**src/rtl/cgia_line_fetcher.sv**
```systemverilog
// ---------------------------------------------------------------------------
// cgia_line_fetcher
//
// Framebuffer line fetcher for the CGIA pixel pipeline. A rising HSYNC edge
// with display enabled starts a burst of len_i words from video memory. The
// burst uses a single-outstanding bus master. The words go into a show-ahead
// FIFO that feeds the pixel shifter. Each line's start address advances by
// stride_i. VSYNC reloads the frame base, aborts any fetch and flushes the
// FIFO.
//
// Ports
//   clk_i, reset_i            clock, asynchronous active-high reset
//   hsync_i, vsync_i          CRTC syncs (active high)
//   den_i                     display enable
//   fb_adr_i                  frame base word address [AW:1]
//   len_i                     words per line (0 = fetch nothing)
//   stride_i                  line-to-line increment in words
//   adr_o, cyc_o, stb_o       bus master request
//   ack_i, dat_i              bus master response
//   fifo_dat_o, fifo_valid_o  FIFO head word and non-empty flag
//   fifo_rd_i                 pop FIFO head (ignored when empty)
//   line_done_o               one-cycle pulse on the last ack of a line
//   overrun_o                 sticky: HSYNC edge arrived while still fetching
// ---------------------------------------------------------------------------
module cgia_line_fetcher #(
  parameter int AW        = 23,
  parameter int DW        = 16,
  parameter int LEN_W     = 10,
  parameter int FIFO_LOG2 = 4
) (
  input  logic             clk_i,
  input  logic             reset_i,
  input  logic             hsync_i,
  input  logic             vsync_i,
  input  logic             den_i,
  input  logic [AW-1:0]    fb_adr_i,
  input  logic [LEN_W-1:0] len_i,
  input  logic [LEN_W-1:0] stride_i,
  output logic [AW-1:0]    adr_o,
  output logic             cyc_o,
  output logic             stb_o,
  input  logic             ack_i,
  input  logic [DW-1:0]    dat_i,
  output logic [DW-1:0]    fifo_dat_o,
  output logic             fifo_valid_o,
  input  logic             fifo_rd_i,
  output logic             line_done_o,
  output logic             overrun_o
);

  localparam int                DEPTH   = 2 ** FIFO_LOG2;
  localparam logic [FIFO_LOG2:0] DEPTH_C = (FIFO_LOG2 + 1)'(DEPTH);

  typedef enum logic [1:0] {
    IDLE  = 2'd0,
    FETCH = 2'd1,
    PAUSE = 2'd2
  } state_t;

  state_t               state_reg, state_next;
  logic [AW-1:0]        adr_reg;
  logic [AW-1:0]        line_adr_reg;
  logic [LEN_W-1:0]     rem_reg;
  logic                 hs_q_reg;
  logic                 line_done_reg;
  logic                 overrun_reg;

  logic [DW-1:0]        mem_reg [DEPTH];
  logic [FIFO_LOG2-1:0] wr_ptr_reg, rd_ptr_reg;
  logic [FIFO_LOG2:0]   count_reg, count_next;

  logic hs_edge, start, full, push, pop, last;

  assign hs_edge = hsync_i & ~hs_q_reg;
  assign start   = hs_edge & den_i & ~vsync_i & (state_reg == IDLE) & (len_i != '0);
  assign full    = (count_reg == DEPTH_C);
  assign pop     = fifo_rd_i & (count_reg != '0) & ~vsync_i;
  // A word is only accepted when it has somewhere to go; a same-cycle pop
  // frees the slot it needs.
  assign push    = (state_reg == FETCH) & ack_i & ~vsync_i & (~full | pop);
  assign last    = push & (rem_reg == LEN_W'(1));

  always_comb begin
    count_next = count_reg;
    case ({push, pop})
      2'b10:   count_next = count_reg + (FIFO_LOG2 + 1)'(1);
      2'b01:   count_next = count_reg - (FIFO_LOG2 + 1)'(1);
      default: count_next = count_reg;
    endcase
  end

  // ---------------- FSM: state register ----------------
  always_ff @(posedge clk_i or posedge reset_i) begin
    if (reset_i) state_reg <= IDLE;
    else         state_reg <= state_next;
  end

  // ---------------- FSM: next state ----------------
  always_comb begin
    state_next = state_reg;
    if (vsync_i) begin
      state_next = IDLE;
    end else begin
      case (state_reg)
        // A line that starts while the FIFO is full waits in PAUSE, so
        // FETCH is never entered without space.
        IDLE:    if (start) state_next = (count_next == DEPTH_C) ? PAUSE : FETCH;
        FETCH: begin
          if (last)                                 state_next = IDLE;
          else if (push && (count_next == DEPTH_C)) state_next = PAUSE;
        end
        PAUSE:   if (!full) state_next = FETCH;
        default: state_next = IDLE;
      endcase
    end
  end

  // ---------------- FSM: outputs ----------------
  always_comb begin
    cyc_o = (state_reg == FETCH);
    stb_o = (state_reg == FETCH);
  end

  // ---------------- address / count datapath ----------------
  always_ff @(posedge clk_i or posedge reset_i) begin
    if (reset_i) begin
      adr_reg       <= '0;
      line_adr_reg  <= '0;
      rem_reg       <= '0;
      hs_q_reg      <= 1'b0;
      line_done_reg <= 1'b0;
      overrun_reg   <= 1'b0;
    end else begin
      hs_q_reg      <= hsync_i;
      line_done_reg <= 1'b0;
      if (vsync_i) begin
        line_adr_reg <= fb_adr_i;
        adr_reg      <= fb_adr_i;
        rem_reg      <= '0;
        overrun_reg  <= 1'b0;
      end else begin
        if (start) begin
          adr_reg <= line_adr_reg;
          rem_reg <= len_i;
        end
        if (hs_edge && den_i && (state_reg != IDLE))
          overrun_reg <= 1'b1;
        if (push) begin
          adr_reg <= adr_reg + AW'(1);
          rem_reg <= rem_reg - LEN_W'(1);
          if (last) begin
            line_done_reg <= 1'b1;
            line_adr_reg  <= line_adr_reg + AW'(stride_i);
          end
        end
      end
    end
  end

  // ---------------- FIFO pointers ----------------
  always_ff @(posedge clk_i or posedge reset_i) begin
    if (reset_i) begin
      wr_ptr_reg <= '0;
      rd_ptr_reg <= '0;
      count_reg  <= '0;
    end else if (vsync_i) begin
      wr_ptr_reg <= '0;
      rd_ptr_reg <= '0;
      count_reg  <= '0;
    end else begin
      if (push) wr_ptr_reg <= wr_ptr_reg + FIFO_LOG2'(1);
      if (pop)  rd_ptr_reg <= rd_ptr_reg + FIFO_LOG2'(1);
      count_reg <= count_next;
    end
  end

  // FIFO storage. The head is read combinationally so that the word sits
  // at the output as soon as it is written (show-ahead).
  always_ff @(posedge clk_i) begin
    if (push) mem_reg[wr_ptr_reg] <= dat_i;
  end

  assign fifo_dat_o   = mem_reg[rd_ptr_reg];
  assign fifo_valid_o = (count_reg != '0);
  assign adr_o        = adr_reg;
  assign line_done_o  = line_done_reg;
  assign overrun_o    = overrun_reg;

endmodule

```
**config.mk**
```make
export PLATFORM = sky130hd
export DESIGN_NAME = cgia_line_fetcher
export DESIGN_NICKNAME = d
export VERILOG_FILES = /design/src/rtl/cgia_line_fetcher.sv
export SDC_FILE = /design/constraint.sdc
export NUM_CORES = 1
export LEC_CHECK = 0
export CAP_MARGIN = 20
export CORE_MARGIN = 5
export CORE_UTILIZATION = 45
export CTS_CLUSTER_DIAMETER = 30
export DETAILED_ROUTE_END_ITERATION = 8
export GPL_ROUTABILITY_DRIVEN = 0
export SYNTH_ARGS = -nofsm -noshare
export SYNTH_HDL_FRONTEND = slang
export SYNTH_SLANG_ARGS = --single-unit
export TNS_END_PERCENT = 100
```
**constraint.sdc**
```tcl
create_clock -name clk_i -period 4.27 [get_ports clk_i]
set_input_delay 1.281 -clock clk_i [delete_from_list [all_inputs] [get_ports clk_i]]
set_output_delay 1.281 -clock clk_i [all_outputs]
set_load 0.1 [all_outputs]
```
### Word-level counts from Yosys, hierarchy flattened

Memory sizes are Yosys's and may differ from the RTL's.
Cells that the tools add are included.

* equality and inequality tests: 10
* reduce and logical (&&, ||, !) cells: 14
* divide/modulo/power cells: 0
* bitwise gates (word level): 15
* muxes and demuxes: 29
* multiply operators: 0
* add/sub/neg operators: 7
* shifts and indexed selects: 0
* $lt $le $gt $ge: 0

Operator list (number)
* 23-bit 2-to-1 mux: 6
* 10-bit 2-to-1 mux: 3
* 23-bit by 1-bit adder with 23-bit output (second input constant): 1
* 23-bit by 10-bit adder with 23-bit output: 1
* 4-bit 2-to-1 mux: 4
* 2-bit 2-to-1 mux: 6
* 1-bit AND: 11
* 10-bit by 1-bit == test with 1-bit output (second input constant): 1
* 5-bit == test (second input constant): 2
* 5-bit case mux with 2 select lines: 1
* 10-bit nonzero test: 1
* 2-bit nonzero test: 5
* 10-bit by 1-bit subtractor with 10-bit output (second input constant): 1
* 4-bit by 1-bit adder with 4-bit output (second input constant): 2
* 1-bit 2-to-1 mux: 7
* 3-bit inequality test (second input constant): 2
* 2-bit case mux with 3 select lines: 1
* 5-bit by 1-bit adder with 5-bit output (second input constant): 1
* 5-bit 2-to-1 mux: 1
* 5-bit nonzero test: 1
* 5-bit by 1-bit subtractor with 5-bit output (second input constant): 1
* 2-bit by 1-bit == test with 1-bit output (second input constant): 2
* 2-bit == test (second input constant): 2
* 4-bit by 2-bit inequality test with 1-bit output (second input constant): 1
* 7 further kinds: 11

* output and inout bits: 44
* bits in latches: 0
* logic and storage cells: 86
* input bits: 66
* register bits after elaboration: 74
* memory bits (read-only): 0
* memories: 1
* memory bits (writable): 256

Memory list
* mem_reg: depth 16, width 16, rd ports 1, clocked after memory_dff 0, wr ports 1, line 68 `logic [DW-1:0] mem_reg [DEPTH];`

### Logic depth before layout (Yosys ltp)

* depth after elaboration: 13
* depth in mapped cells: 12
* depth with buffers taken out: 11

### Worst setup path before layout

Ideal clock, no wire load.

* path kind: register to output
* start: reg rd_ptr_reg[0]
* end: out fifo_dat_o[0]
* data required time: 2.989 ns
* path buffers: 2
* path slack: 0.520 ns
* arrival: 2.469 ns
* stages on the path, launching flop included: 5
* path through: dfrtp_1 -> buf_2 -> buf_1 -> mux4_2 -> mux4_2

* cells in the longest elaborated chain, start to end: 1

RTL lines
* from (decl): line 69 `logic [FIFO_LOG2-1:0] wr_ptr_reg, rd_ptr_reg;`
* from (signal assigned): line 172 `if (pop) rd_ptr_reg <= rd_ptr_reg + FIFO_LOG2'(1);`
* memory read 16 x 16 bit
* to (decl): line 44 `output logic [DW-1:0] fifo_dat_o,`

No other way between the ends.

### Worst setup path in the final report

Ends and elaborated chain as after synthesis.

==> metrics.cfg <==
[setup_path]
timing_worst_setup_path_type=reg -> out
cp-endpoint=fifo_dat_o[0]
crit_path_max_incr_delay_ns=0.56
crit_path_top_delay_cell=sky130_fd_sc_hd__mux4_2
regToRegEndpoint=state_reg[1]
crit_path_max_fanout=11
worstSetupStartpointType=register
worstPathRequired_ns=2.99
endpoint_kind=output port
cell_seen_most_often_among_critical_path_stages=sky130_fd_sc_hd__mux4_2
reg2reg_from=count_reg[0]
worst_ep_arrival_time_ns=2.66
cp-startpoint=rd_ptr_reg[0]
timing.critical_path.max_delay_family=multiplexers
crit_buf_inv=2
timing.reg2reg.worst_path_depth=11
r2r_setup_slack_ns=1.09
path_depth=4
crit_chain=buf_4, mux4_2, mux4_2, buf_12

[clock_network]
clkTransAtPathRegs_ns=0.05
cts-hold-fix-buffers=0
max-clock-path-buffers=3
cts_sinks=330
tritoncts_clock_tree=built
post_cts_resize_count=0
cts_inserted_buffers=74
post_cts.repair.setup_buffers=0
cts_htree_levels=3
worstSkewPairLatency_ns=0.58
cts_root_buffer=sky130_fd_sc_hd__clkbuf_16

[logic_synthesis]
synth_nets=1046
seq_area_frac_synth_pct=65.5
synth_area_per_cell_um2=15.2
most_common_flop_cell_mapped_by_yosys=sky130_fd_sc_hd__edfxtp_1
synthArstFlopShare_pct=22.4
synth_enable_flop_cells=256
postSynthCellCount=957
yosys_warnings=0
yosys.cell_types.count=69
post_synth_instance_area_um2=14600
ys_seq_elements=330

[floorplan]
initial_utilization_pct=45.9
die_width_um=190
core_area_um2=31700
total_die_area_um2=36000
boundaryPins=110
rows=65
die_h_um=190

[layout]
register_area_um2=9540
multiInputGateArea_um2=4780
num-nets-final=1241
synthToLayoutAreaGrowth_pct=32.7
post_route_cells_drive_above_1_share_pct=24.4
final_cell_mix=sky130_fd_sc_hd__edfxtp_1 (256), sky130_fd_sc_hd__clkdlybuf4s50_1 (89), sky130_fd_sc_hd__mux4_2 (80), sky130_fd_sc_hd__nand2_1 (79), sky130_fd_sc_hd__clkbuf_16 (75)
layout_commonest_cell=sky130_fd_sc_hd__edfxtp_1
largest_register_ffs=256
fillCellCount=2388
num_antenna_cells=0
final_util_pct=60.9

[sta]
min_period_over_period_pct=92.3
final_hold_viol_count=0
worst-slew-pin-transition_ns=1.25
max_freq_ghz=0.254
setup-tns-final_ns=0
report.final.slew_viol_count=0
finalWorstPathRequiredPeriod_ns=3.94
final-setup-viol-count=0
skew_ns=0.0406
rsz0062_at_grt=no
final_critical_path_setup_slack_ns=0.327
slew_headroom_pct=16.8

[run_status]
run_status=finished clean

[hold_path]
hp-class=reg -> reg

[power_and_ir_drop]
p_sw_w=0.00272
swShare_pct=24.9
power_density_nw_per_um2=566
clockPowerShare_pct=55.9
internal-power_w=0.00821
static-leakage-power_nw=6.89
worst_ir_drop_vdd_mv=0.360
power_frac_comb_pct=10.9
power.sequential.fraction_pct=33.3

[grt]
grt_first_pass_wirelength_um=55800
gr-usage-all-layers_pct=20.1
grt_pass1_vias=9583
grt_max_degree=70
grt_overflow=0
antenna_found_initial=0

[detailed_routing]
dr.first_iter.drc_count=676
detail_route.wl_per_cell_um=22.2
drc=0
pre_repair_dr_iteration_count=5
vias=9355
drtAntennaViolNets=0
detail_route.wirelength_um=35900
average_via_count_per_standard_cell=5.80

[place]
placement.setup.worst_slack_ns=0.0364
detailed_place_hpwl_um=22400
placement.io_buffers=109

[job]
max-cap-violations=0

==> per-stage QoR <==
step | power [W] | hold WS, ns | instance area, um2 | std cells
after floorplan | 0.00449 | 0.482 | 14600 | 957
after global placement | 0.00486 | 0.506 | 16500 | 1471
after detailed placement | 0.00486 | 0.508 | 16500 | 1471
after CTS | 0.0110 | 0.522 | 19300 | 1605
final | 0.0109 | 0.523 | 19300 | 1612
after global routing | 0.0113 | 0.561 | 19300 | 1612
==> metal layers <==
metal  vias up  routed length [um]  track usage, %
li1       4241                   -               -
met1      4753               15600            28.2
met2       313               17700            32.4
met3        48                2020            3.85
met4         0                 575            5.68
met5         -                   0               0
==> Yosys cell counts (7+ instances only) <==
master	n	area share, %
sky130_fd_sc_hd__nor3_1	19	0.65
sky130_fd_sc_hd__mux4_2	80	12
sky130_fd_sc_hd__inv_1	22	0.57
sky130_fd_sc_hd__xnor2_1	11	0.66
sky130_fd_sc_hd__and3_1	11	0.47
sky130_fd_sc_hd__nand3_1	23	0.79
sky130_fd_sc_hd__nand2_1	79	2.0
sky130_fd_sc_hd__a21oi_1	43	1.5
sky130_fd_sc_hd__dfrtp_1	74	13
sky130_fd_sc_hd__buf_1	11	0.28
sky130_fd_sc_hd__and2_1	16	0.69
sky130_fd_sc_hd__ha_1	21	1.8
sky130_fd_sc_hd__nand4_1	7	0.30
sky130_fd_sc_hd__edfxtp_1	256	53
sky130_fd_sc_hd__o21ai_0	57	2.0
sky130_fd_sc_hd__a31oi_1	12	0.52
sky130_fd_sc_hd__nor2_1	47	1.2
sky130_fd_sc_hd__clkbuf_1	31	0.80
sky130_fd_sc_hd__o211ai_1	9	0.46
sky130_fd_sc_hd__o31ai_1	10	0.52
==> how the worst min path moves through the flow <==
stage / start / endpoint / slack [ns] / cells after the start
after floorplan: line_adr_reg[4] / adr_o[4] / 0.48 / 2
after global placement: overrun_o / overrun_o / 0.51 / 2
after detailed placement: overrun_o / overrun_o / 0.51 / 2
after CTS: overrun_o / overrun_o / 0.52 / 2
after global routing: overrun_o / overrun_o / 0.56 / 2
final: overrun_o / overrun_o / 0.52 / 2
==> logic make-up after synthesis <==
kind of cell / Yosys count / share of synthesized area [%]
adder cells (fa/ha/maj): 23 / 2.08
flip-flops: 330 / 65.5
buffers and inverters: 68 / 1.85
AO/OA/AOI/OAI: 192 / 8.46
AND/OR/NAND/NOR: 242 / 8.31
multiplexers: 86 / 12.8
XOR/XNOR: 16 / 0.963
==> final cells by class <==
class	count	area share [%]
Clock inverter	48	4.09
Inverter	22	0.434
Timing Repair Buffer	165	8.61
Clock buffer	86	10.1
Sequential cell	330	49.4
Tap cell	402	2.60
Multi-Input combinational cell	559	24.7
==> power groups by stage <==
stage | Sequential, W | Combinational, W | Clock [W]
final | 0.00364 | 0.00119 | 0.00610
after detailed placement | 0.00370 | 0.00117 | 0
after global routing | 0.00365 | 0.00126 | 0.00637
after floorplan | 0.00387 | 0.000615 | 0
after global placement | 0.00370 | 0.00116 | 0
after CTS | 0.00364 | 0.00117 | 0.00620
==> worst reg2reg max path, stage by stage, from the launching register on <==
cell,delay (ns)
sky130_fd_sc_hd__dfrtp_1,0.47
sky130_fd_sc_hd__nor4_4,0.50
sky130_fd_sc_hd__a211o_1,0.22
sky130_fd_sc_hd__nor2_1,0.09
sky130_fd_sc_hd__ha_1,0.39
sky130_fd_sc_hd__nand3_1,0.12
sky130_fd_sc_hd__a21boi_0,0.26
sky130_fd_sc_hd__o31ai_1,0.11
sky130_fd_sc_hd__o22ai_1,0.19
sky130_fd_sc_hd__nand2_1,0.09
sky130_fd_sc_hd__or4_1,0.52
sky130_fd_sc_hd__a21oi_1,0.14
No activity file was read; power rests on OpenSTA's default activity.
